--- config.mk ---
export PLATFORM = sky130hd
export DESIGN_NAME = imm_ext_stage
export DESIGN_NICKNAME = d
export VERILOG_FILES = /design/src/rtl/imm_ext_pkg.sv /design/src/rtl/imm_ext_comb.sv /design/src/rtl/imm_ext_stage.sv
export SDC_FILE = /design/constraint.sdc
export NUM_CORES = 1
export LEC_CHECK = 0
export CELL_PAD_IN_SITES_DETAIL_PLACEMENT = 1
export CELL_PAD_IN_SITES_GLOBAL_PLACEMENT = 1
export CORE_MARGIN = 3
export CORE_UTILIZATION = 48
export DETAILED_ROUTE_END_ITERATION = 10
export DONT_BUFFER_PORTS = 1
export PLACE_DENSITY = 0.82
export SLEW_MARGIN = 10
export SYNTH_ARGS = -nofsm -noshare
export SYNTH_HDL_FRONTEND = slang
export SYNTH_SLANG_ARGS = --single-unit
--- constraint.sdc ---
create_clock -name clk -period 3.6 [get_ports clk]
set_clock_uncertainty 0.2 [all_clocks]
set_input_delay 0.36 -clock clk [delete_from_list [all_inputs] [get_ports clk]]
set_output_delay 0.36 -clock clk [all_outputs]
set_load 0.005 [all_outputs]
--- src/rtl/imm_ext_pkg.sv ---
// Shared definitions for the immediate-extension stage: ext_op codes and
// the skid-buffer state encoding.
package imm_ext_pkg;

  localparam logic [2:0] EXT_SM   = 3'd0;
  localparam logic [2:0] EXT_LG   = 3'd1;
  localparam logic [2:0] EXT_DIS  = 3'd2;
  localparam logic [2:0] EXT_UP   = 3'd3;
  localparam logic [2:0] EXT_ZERO = 3'd4;

  typedef enum logic [1:0] {
    ST_EMPTY = 2'd0,
    ST_ONE   = 2'd1,
    ST_TWO   = 2'd2
  } state_e;

endpackage

--- src/rtl/imm_ext_comb.sv ---
// Combinational immediate extractor/extender. Selects the field named by
// ext_op and widens it to N bits; reserved ops fall back to the small field
// and raise bad_op.
module imm_ext_comb #(
  parameter int N     = 16,
  parameter int SM_W  = 5,
  parameter int LG_W  = 8,
  parameter int DIS_W = 11
) (
  input  logic [N-1:0] inst,
  input  logic         ext_sign,
  input  logic [2:0]   ext_op,
  output logic [N-1:0] imm,
  output logic         bad_op
);
  import imm_ext_pkg::*;

  // Every field must leave room for at least one extension bit.
  if (SM_W >= N || LG_W >= N || DIS_W >= N || SM_W < 1 || LG_W < 1 || DIS_W < 1) begin : g_width_chk
    $error("imm_ext_comb: field widths must be in 1..N-1");
  end

  logic [N-1:0] sm_imm;
  logic [N-1:0] lg_imm;
  logic [N-1:0] dis_imm;
  logic [N-1:0] up_imm;
  logic         unused_inst;

  assign sm_imm  = {{(N-SM_W){ext_sign & inst[SM_W-1]}}, inst[SM_W-1:0]};
  assign lg_imm  = {{(N-LG_W){ext_sign & inst[LG_W-1]}}, inst[LG_W-1:0]};
  assign dis_imm = {{(N-DIS_W){ext_sign & inst[DIS_W-1]}}, inst[DIS_W-1:0]};
  assign up_imm  = {inst[LG_W-1:0], {(N-LG_W){1'b0}}};
  // Upper instruction bits are not part of any field.
  assign unused_inst = ^inst;

  // Pick the extended field for the requested op.
  always_comb begin
    imm    = sm_imm;
    bad_op = 1'b0;
    case (ext_op)
      EXT_SM:   imm = sm_imm;
      EXT_LG:   imm = lg_imm;
      EXT_DIS:  imm = dis_imm;
      EXT_UP:   imm = up_imm;
      EXT_ZERO: imm = '0;
      default: begin
        imm    = sm_imm;
        bad_op = 1'b1;
      end
    endcase
  end

endmodule

--- src/rtl/imm_ext_stage.sv ---
// Registered immediate-extension stage between decode and execute.
// Valid/ready handshake with a 2-entry skid buffer (main + skid) and
// synchronous flush. Define IMM_EXT_PERF_EN to add the stall_cnt and
// bad_op_cnt saturating performance counters.
module imm_ext_stage #(
  parameter int N     = 16,
  parameter int SM_W  = 5,
  parameter int LG_W  = 8,
  parameter int DIS_W = 11,
  parameter int TAG_W = 4
) (
  input  logic             clk,
  input  logic             rst,
  input  logic             flush,
  input  logic             in_valid,
  output logic             in_ready,
  input  logic [N-1:0]     inst,
  input  logic             ext_sign,
  input  logic [2:0]       ext_op,
  input  logic [TAG_W-1:0] in_tag,
  output logic             out_valid,
  input  logic             out_ready,
  output logic [N-1:0]     ext_imm,
  output logic [TAG_W-1:0] out_tag,
  output logic             bad_op
`ifdef IMM_EXT_PERF_EN
  ,
  output logic [15:0]      stall_cnt,
  output logic [15:0]      bad_op_cnt
`endif
);
  import imm_ext_pkg::*;

  state_e           state_q, state_d;
  logic             in_ready_q, in_ready_d;
  logic [N-1:0]     main_imm_q, main_imm_d;
  logic [TAG_W-1:0] main_tag_q, main_tag_d;
  logic             main_bad_q, main_bad_d;
  logic [N-1:0]     skid_imm_q, skid_imm_d;
  logic [TAG_W-1:0] skid_tag_q, skid_tag_d;
  logic             skid_bad_q, skid_bad_d;
  logic [N-1:0]     new_imm;
  logic             new_bad;
  logic             accept;

  imm_ext_comb #(.N(N), .SM_W(SM_W), .LG_W(LG_W), .DIS_W(DIS_W)) u_comb (
    .inst     (inst),
    .ext_sign (ext_sign),
    .ext_op   (ext_op),
    .imm      (new_imm),
    .bad_op   (new_bad)
  );

  assign accept    = in_valid && in_ready_q;
  assign in_ready  = in_ready_q;
  assign out_valid = (state_q != ST_EMPTY);
  assign ext_imm   = main_imm_q;
  assign out_tag   = main_tag_q;
  assign bad_op    = main_bad_q;

  // Next-state and buffer steering; flush overrides any accept this cycle.
  always_comb begin
    state_d    = state_q;
    main_imm_d = main_imm_q;
    main_tag_d = main_tag_q;
    main_bad_d = main_bad_q;
    skid_imm_d = skid_imm_q;
    skid_tag_d = skid_tag_q;
    skid_bad_d = skid_bad_q;
    if (flush) begin
      state_d = ST_EMPTY;
    end else begin
      case (state_q)
        ST_EMPTY: begin
          if (accept) begin
            state_d    = ST_ONE;
            main_imm_d = new_imm;
            main_tag_d = in_tag;
            main_bad_d = new_bad;
          end
        end
        ST_ONE: begin
          if (accept && out_ready) begin
            main_imm_d = new_imm;
            main_tag_d = in_tag;
            main_bad_d = new_bad;
          end else if (accept) begin
            state_d    = ST_TWO;
            skid_imm_d = new_imm;
            skid_tag_d = in_tag;
            skid_bad_d = new_bad;
          end else if (out_ready) begin
            state_d = ST_EMPTY;
          end
        end
        ST_TWO: begin
          if (out_ready) begin
            state_d    = ST_ONE;
            main_imm_d = skid_imm_q;
            main_tag_d = skid_tag_q;
            main_bad_d = skid_bad_q;
          end
        end
        default: state_d = ST_EMPTY;
      endcase
    end
    in_ready_d = (state_d != ST_TWO);
  end

  // Control state; in_ready stays low through the reset cycle.
  always_ff @(posedge clk) begin
    if (rst) begin
      state_q    <= ST_EMPTY;
      in_ready_q <= 1'b0;
    end else begin
      state_q    <= state_d;
      in_ready_q <= in_ready_d;
    end
  end

  // Output-facing main entry; cleared on reset so outputs read zero.
  always_ff @(posedge clk) begin
    if (rst) begin
      main_imm_q <= '0;
      main_tag_q <= '0;
      main_bad_q <= 1'b0;
    end else begin
      main_imm_q <= main_imm_d;
      main_tag_q <= main_tag_d;
      main_bad_q <= main_bad_d;
    end
  end

  // Skid entry is only read when state is TWO, so it needs no reset.
  always_ff @(posedge clk) begin
    skid_imm_q <= skid_imm_d;
    skid_tag_q <= skid_tag_d;
    skid_bad_q <= skid_bad_d;
  end

`ifdef IMM_EXT_PERF_EN
  logic [15:0] stall_cnt_q, stall_cnt_d;
  logic [15:0] bad_cnt_q, bad_cnt_d;

  // Saturating counters; a flushed input is not an accept.
  always_comb begin
    stall_cnt_d = stall_cnt_q;
    bad_cnt_d   = bad_cnt_q;
    if (out_valid && !out_ready && stall_cnt_q != 16'hFFFF)
      stall_cnt_d = stall_cnt_q + 16'd1;
    if (accept && !flush && new_bad && bad_cnt_q != 16'hFFFF)
      bad_cnt_d = bad_cnt_q + 16'd1;
  end

  // Counters clear on reset only.
  always_ff @(posedge clk) begin
    if (rst) begin
      stall_cnt_q <= '0;
      bad_cnt_q   <= '0;
    end else begin
      stall_cnt_q <= stall_cnt_d;
      bad_cnt_q   <= bad_cnt_d;
    end
  end

  assign stall_cnt  = stall_cnt_q;
  assign bad_op_cnt = bad_cnt_q;
`endif

endmodule

# Yosys cells after proc, flatten, opt, wreduce, memory -nomap -nowiden
# Cells that the tools add are included.
totals:
  out_inout_bits: 23
  wordCells: 53
  regBits: 45
  input_bits: 29
classes:
  reduce_logical: 9
  eq_ne: 10
  bitwise: 5
  n_mux: 21
ops:
  columns: ["operator", "n"]
  rows:
  - ["one-hot mux 16 bit (4 select lines)", 1]
  - ["two-way mux 16 bit", 3]
  - ["one-hot mux 16 bit (3 select lines)", 1]
  - ["two-way mux 2 bit", 6]
  - ["two-way mux 4 bit", 3]
  - ["one-hot mux 4 bit (3 select lines)", 1]
  - ["inequality test 2 bit, second input constant", 4]
  - ["equality test 3 x 2 -> 1 bit, second input constant", 2]
  - ["one-hot mux 2 bit (3 select lines)", 1]
  - ["AND reduction 5 bit", 1]
  - ["OR reduction 5 bit", 1]
  - ["two-way mux 1 bit", 4]
  - ["AND reduction 4 bit", 1]
  - ["AND 1 bit", 3]
  - ["equality test 3 x 1 -> 1 bit, second input constant", 1]
  - ["equality test 3 bit, second input constant", 1]
  - ["logical NOT 3 bit", 1]
  - ["one-hot mux 1 bit (3 select lines)", 1]
  - ["nonzero test 3 bit", 1]
  - ["equality test 2 x 1 -> 1 bit, second input constant", 1]
  - ["equality test 2 bit, second input constant", 1]
  - ["logical AND 1 bit", 2]
  - ["logical NOT 2 bit", 1]
  - ["NOT 1 bit", 2]
  - ["nonzero test 2 bit", 1]

# Logic depth before layout (Yosys ltp)
depth:
  word_depth: 6
  depth_mapped: 6
  ltp_nobuf: 4

# Modules after synthesis
# From an unflattened synthesis, not the netlist that was laid out.
unflattened:
  hier_cells: 177
  hier_area_um2: 2182.1
modules_own_cells:
  columns: ["mod", "instances", "seq_area_each_um2", "cells_each", "area_each_um2"]
  rows:
  - ["imm_ext_stage", 1, 1111.1, 133, 1841.8]
  - ["imm_ext_comb", 1, 0.0, 44, 340.3]

# Least setup slack after synthesis
# No wires, ideal clock.
synth_path:
  kind: "register -> register"
  start: "reg state_q[1]"
  end: "reg skid_bad_q, enable pin"
  setup_ps: 426
  arrival_ps: 2042
  required_time_ps: 2974
  stages_incl_launch_ff: 3
  period_less_slack_ps: 2668
  setup_slack_ps: 932
  path_buffers: 0
  path_cell_list: "dfxtp_1 -> nand4b_1 -> nor3_1"
synth_via:
  elab_chain_len: 2
synth_lines:
  columns: ["element", "line_no", "text"]
  rows:
  - ["start: declaration", "imm_ext_stage.sv:34", "state_e state_q, state_d;"]
  - ["start signal: assignment", "imm_ext_stage.sv:116", "state_q <= state_d;"]
  - ["equality test 2 x 1 -> 1 bit", "imm_ext_stage.sv:73", "case (state_q)"]
  - ["AND reduction 4 bit (no line)", null, null]
  - ["end signal: assignment", "imm_ext_stage.sv:138", "skid_bad_q <= skid_bad_d;"]
  - ["end: declaration", "imm_ext_stage.sv:41", "logic skid_bad_q, skid_bad_d;"]
# Every way passes these cells.
# A chain may end at the register's enable or synchronous reset.

# Worst setup path after layout
layout_path:
  start: "reg state_q[1]"
  end: "reg main_imm_q[8] (netlist: ext_imm[8])"
layout_via:
  elab_chain_len: 3
  elab_cells_between_ends: 9
layout_lines:
  columns: ["element", "line_no", "text"]
  rows:
  - ["equality test 2 x 1 -> 1 bit, or another cell as far along", "imm_ext_stage.sv:73", null]
  - ["inequality test 2 bit (no line) or nonzero test 3 bit (tied branches)", null, null]
  - ["AND reduction 5 bit (no line)", null, null]
  - ["end signal: assignment", "imm_ext_stage.sv:128", "main_imm_q <= main_imm_d;"]
  - ["end: declaration", "imm_ext_stage.sv:36", "logic [N-1:0] main_imm_q, main_imm_d;"]
# Several ways; a longest one is shown, not always the timed one.

==> results.sh <==
export IMPL_dp_cells=228
export IMPL_clock_sinks=45
export IMPL_power_density_mw_per_mm2=427
export IMPL_max_clock_freq_ghz=0.451
export IMPL_clock_latency_ns=0.29
export IMPL_synth_edff_count=21
export IMPL_grt_usage_pct=20.9
export IMPL_yosys_area_top_type_share_pct=30.9
export IMPL_cap_violations=0
export IMPL_nFillCells=442
export IMPL_ys_seq_area_share_pct=54.5
export IMPL_yosysWarnings=0
export IMPL_power_switching_share_pct=23.5
export IMPL_top_usage_layer="met2"
export IMPL_ys_seq_elements=45
export IMPL_antenna_found_initial=0
export IMPL_antenna_cells=0
export IMPL_cp_max_fo=43
export IMPL_drtAntennaViolNets=0
export IMPL_status="finished clean"
export IMPL_hold_path_class="input port to flop"
export IMPL_ir_worst_vdd_uv=158
export IMPL_pre_cts_ws_ns=1.41
export IMPL_setup_worst_path_class="flop to flop"
export IMPL_tightestPinTransition_ns=0.600
export IMPL_p_clk_share_pct=31.9
export IMPL_comb_power_share_pct=8.7
export IMPL_critPathBufInv=1
export IMPL_p_switching_uw=221
export IMPL_root_buffer="clkbuf_8"
export IMPL_drcViolationCount=0
export IMPL_start_util_pct=50.2
export IMPL_grt_max_degree=44
export IMPL_post_synth_top_area_cell="edfxtp_1"
export IMPL_drv_slew=0
export IMPL_cp_slowest_stage_delay_ns=0.50
export IMPL_rsz0062_at_grt="false"
export IMPL_wirelength_mm=5.04
export IMPL_final_min_clock_period_ns=2.22
export IMPL_drtIter0Drc=90
export IMPL_syn_area_mm2=0.00204
export IMPL_final_util_pct=54.2
export IMPL_met1_usage_pct=23.4
export IMPL_netlist_instances=187
export IMPL_seqPwrFrac_pct=59.4
export IMPL_hpwl_mm=3.47
export IMPL_grt_use_met2_pct=36.4
export IMPL_path_delay_family="simple AND/OR/NAND/NOR gates"
export IMPL_ys_dominant_reg_cell="dfxtp_1"
export IMPL_synth_async_sr_flop_share_pct=0
export IMPL_use_met3_pct=5.97
export IMPL_syn_nets=216
export IMPL_num_rows=23
export IMPL_relSlewSlack_pct=59.8
export IMPL_die_area_mm2=0.00506
export IMPL_setup_violations=0
export IMPL_areaGrowthSynthToFinish_pct=7.98
export IMPL_cts_buffers=5
export IMPL_gp_congestion=0.773
export IMPL_io_buffers=0
export IMPL_firstDrtPassIters=4
export IMPL_grt_pass1_wl_mm=8.11
export IMPL_yosys_top_cells_count="nand2_1, dfxtp_1, edfxtp_1"
export IMPL_clk_path_buf_depth=2
export IMPL_hold_viol=0
export IMPL_critPathRequiredTime_ns=3.61
export IMPL_avgSynthCellArea_um2=10.9
export IMPL_dieHeight_um=71.2
export IMPL_io_pins=52
export IMPL_cts_resized=0
export IMPL_cp_slowest_cell="dfxtp_1"
export IMPL_total_power_uw=939
export IMPL_die_w_um=71.2
export IMPL_yosysMostFrequentCell="nand2_1"
export IMPL_p_leak_uw=0.000787
export IMPL_cts_htree_levels=2
export IMPL_setup_slack_ns=1.38
export IMPL_cts_tree="done"
export IMPL_arrival_ns=2.23
export IMPL_grt_overflow_total=0
export IMPL_synth_area_top_cells="edfxtp_1, dfxtp_1, nand2_1, o221ai_1, a211oi_2"
export IMPL_startpoint_type="flop"
export IMPL_path_cells="nand4bb_2 > o41ai_4 > buf_4 > nand3_1 > o221ai_1"
export IMPL_critPathCaptureType="flop"
export IMPL_vias=1504
export IMPL_drive_gt1_share_pct=13.5
export IMPL_stdcell_count=242
export IMPL_cts_clk_slew_worst_paths_ns=0.08
export IMPL_grt_pass1_vias=1710
export IMPL_nets=220
export IMPL_intPower_uw=718
export IMPL_wl_per_cell_um=20.8
export IMPL_fin_tns_setup_ns=0
export IMPL_via_per_inst=6.21
export IMPL_coreArea_mm2=0.00406
export IMPL_ys_types=39
export IMPL_fin_crit_sh_pct=61.6
-- sequential cells by signal, summed over array words and instances, names as in the netlist --
signal,cells
out_tag,4
bad_op,1
state_q,2
in_ready,1
ext_imm,16
skid_imm_q,16
skid_tag_q,4
skid_bad_q,1
-- power by group through the flow --
stage               Combinational, uW  Clock (uW)  Sequential, uW
global route                     91.2         329             559
finish                           81.6         300             558
detailed placement               72.8           0             570
CTS                              81.4         309             558
global placement                 67.2           0             569
floorplan                        66.0           0             567
-- cell families (layout without fill, tap and decap cells) --
| family | after synthesis | after routing | synth area share (%) |
|---|---|---|---|
| AOI/OAI and AO/OA | 43 | 43 | 19.6 |
| xor gates and xnor gates | 2 | 2 | 0.860 |
| and+or+nand+nor | 75 | 75 | 18.6 |
| muxes | 3 | 3 | 1.66 |
| buffers and inverters | 19 | 24 | 4.73 |
| DFF | 45 | 45 | 54.5 |
-- routing by layer --
metal	routed length [um]	up-vias
met1	2030	742
met4	101	0
met5	0	-
met2	2550	49
met3	356	9
li1	-	704
-- cell usage in the layout, fill, tap and decap left out, types with 3 or more instances in the layout --
| cell type | instances |
|---|---|
| a211oi_2 | 5 |
| dfxtp_1 | 24 |
| edfxtp_1 | 21 |
| a41oi_1 | 5 |
| a22oi_1 | 5 |
| buf_4 | 3 |
| and2_1 | 6 |
| and3_1 | 3 |
| nand2_1 | 31 |
| a21oi_1 | 4 |
| a311oi_1 | 5 |
| nand4_1 | 6 |
| o221ai_1 | 11 |
| and3b_1 | 3 |
| dlygate4sd3_1 | 6 |
| inv_1 | 6 |
| nor2_1 | 13 |
| mux2_2 | 3 |
| clkbuf_8 | 5 |
-- per-stage QoR --
stage	hold WS [ns]	cell area, um2
after floorplan	0.232	2040
after global placement	0.228	2060
after detailed placement	0.229	2060
after CTS	0.0156	2200
after global routing	0.0364	2200
final	0.0276	2200
-- worst register-to-register path, stage by stage (launching register included) --
cell       delay (ns)
dfxtp_1          0.50
nand4bb_2        0.28
o41ai_4          0.10
buf_4            0.45
nand3_1          0.32
o221ai_1         0.29
-- worst paths after layout --
path	from	end	slack (ns)	cells after the start
worst max-delay path	state_q[1]	ext_imm[8]	1.38	5
worst min-delay path	out_ready	in_ready	0.03	2
worst max register to register	state_q[1]	ext_imm[8]	1.38	5
worst min register to register	skid_imm_q[7]	ext_imm[7]	0.30	2
-- area by class of cell --
type | count | area [um2] | share of cell area [%]
Inverter | 7 | 26.3 | 1.19
Tap cell | 50 | 62.6 | 2.84
Multi-Input combinational cell | 123 | 836 | 38.0
Sequential cell | 45 | 1110 | 50.5
Clock buffer | 6 | 72.6 | 3.30
Timing Repair Buffer | 9 | 82.6 | 3.75
Clock inverter | 2 | 10.0 | 0.455
-- repair_timing --
action                                 in CTS  in global routing
setup buffers                               0                  0
hold buffers                                6                  0
endpoints found under the hold margin      16                  0
Note: power is estimated with default switching activity, not from simulation.
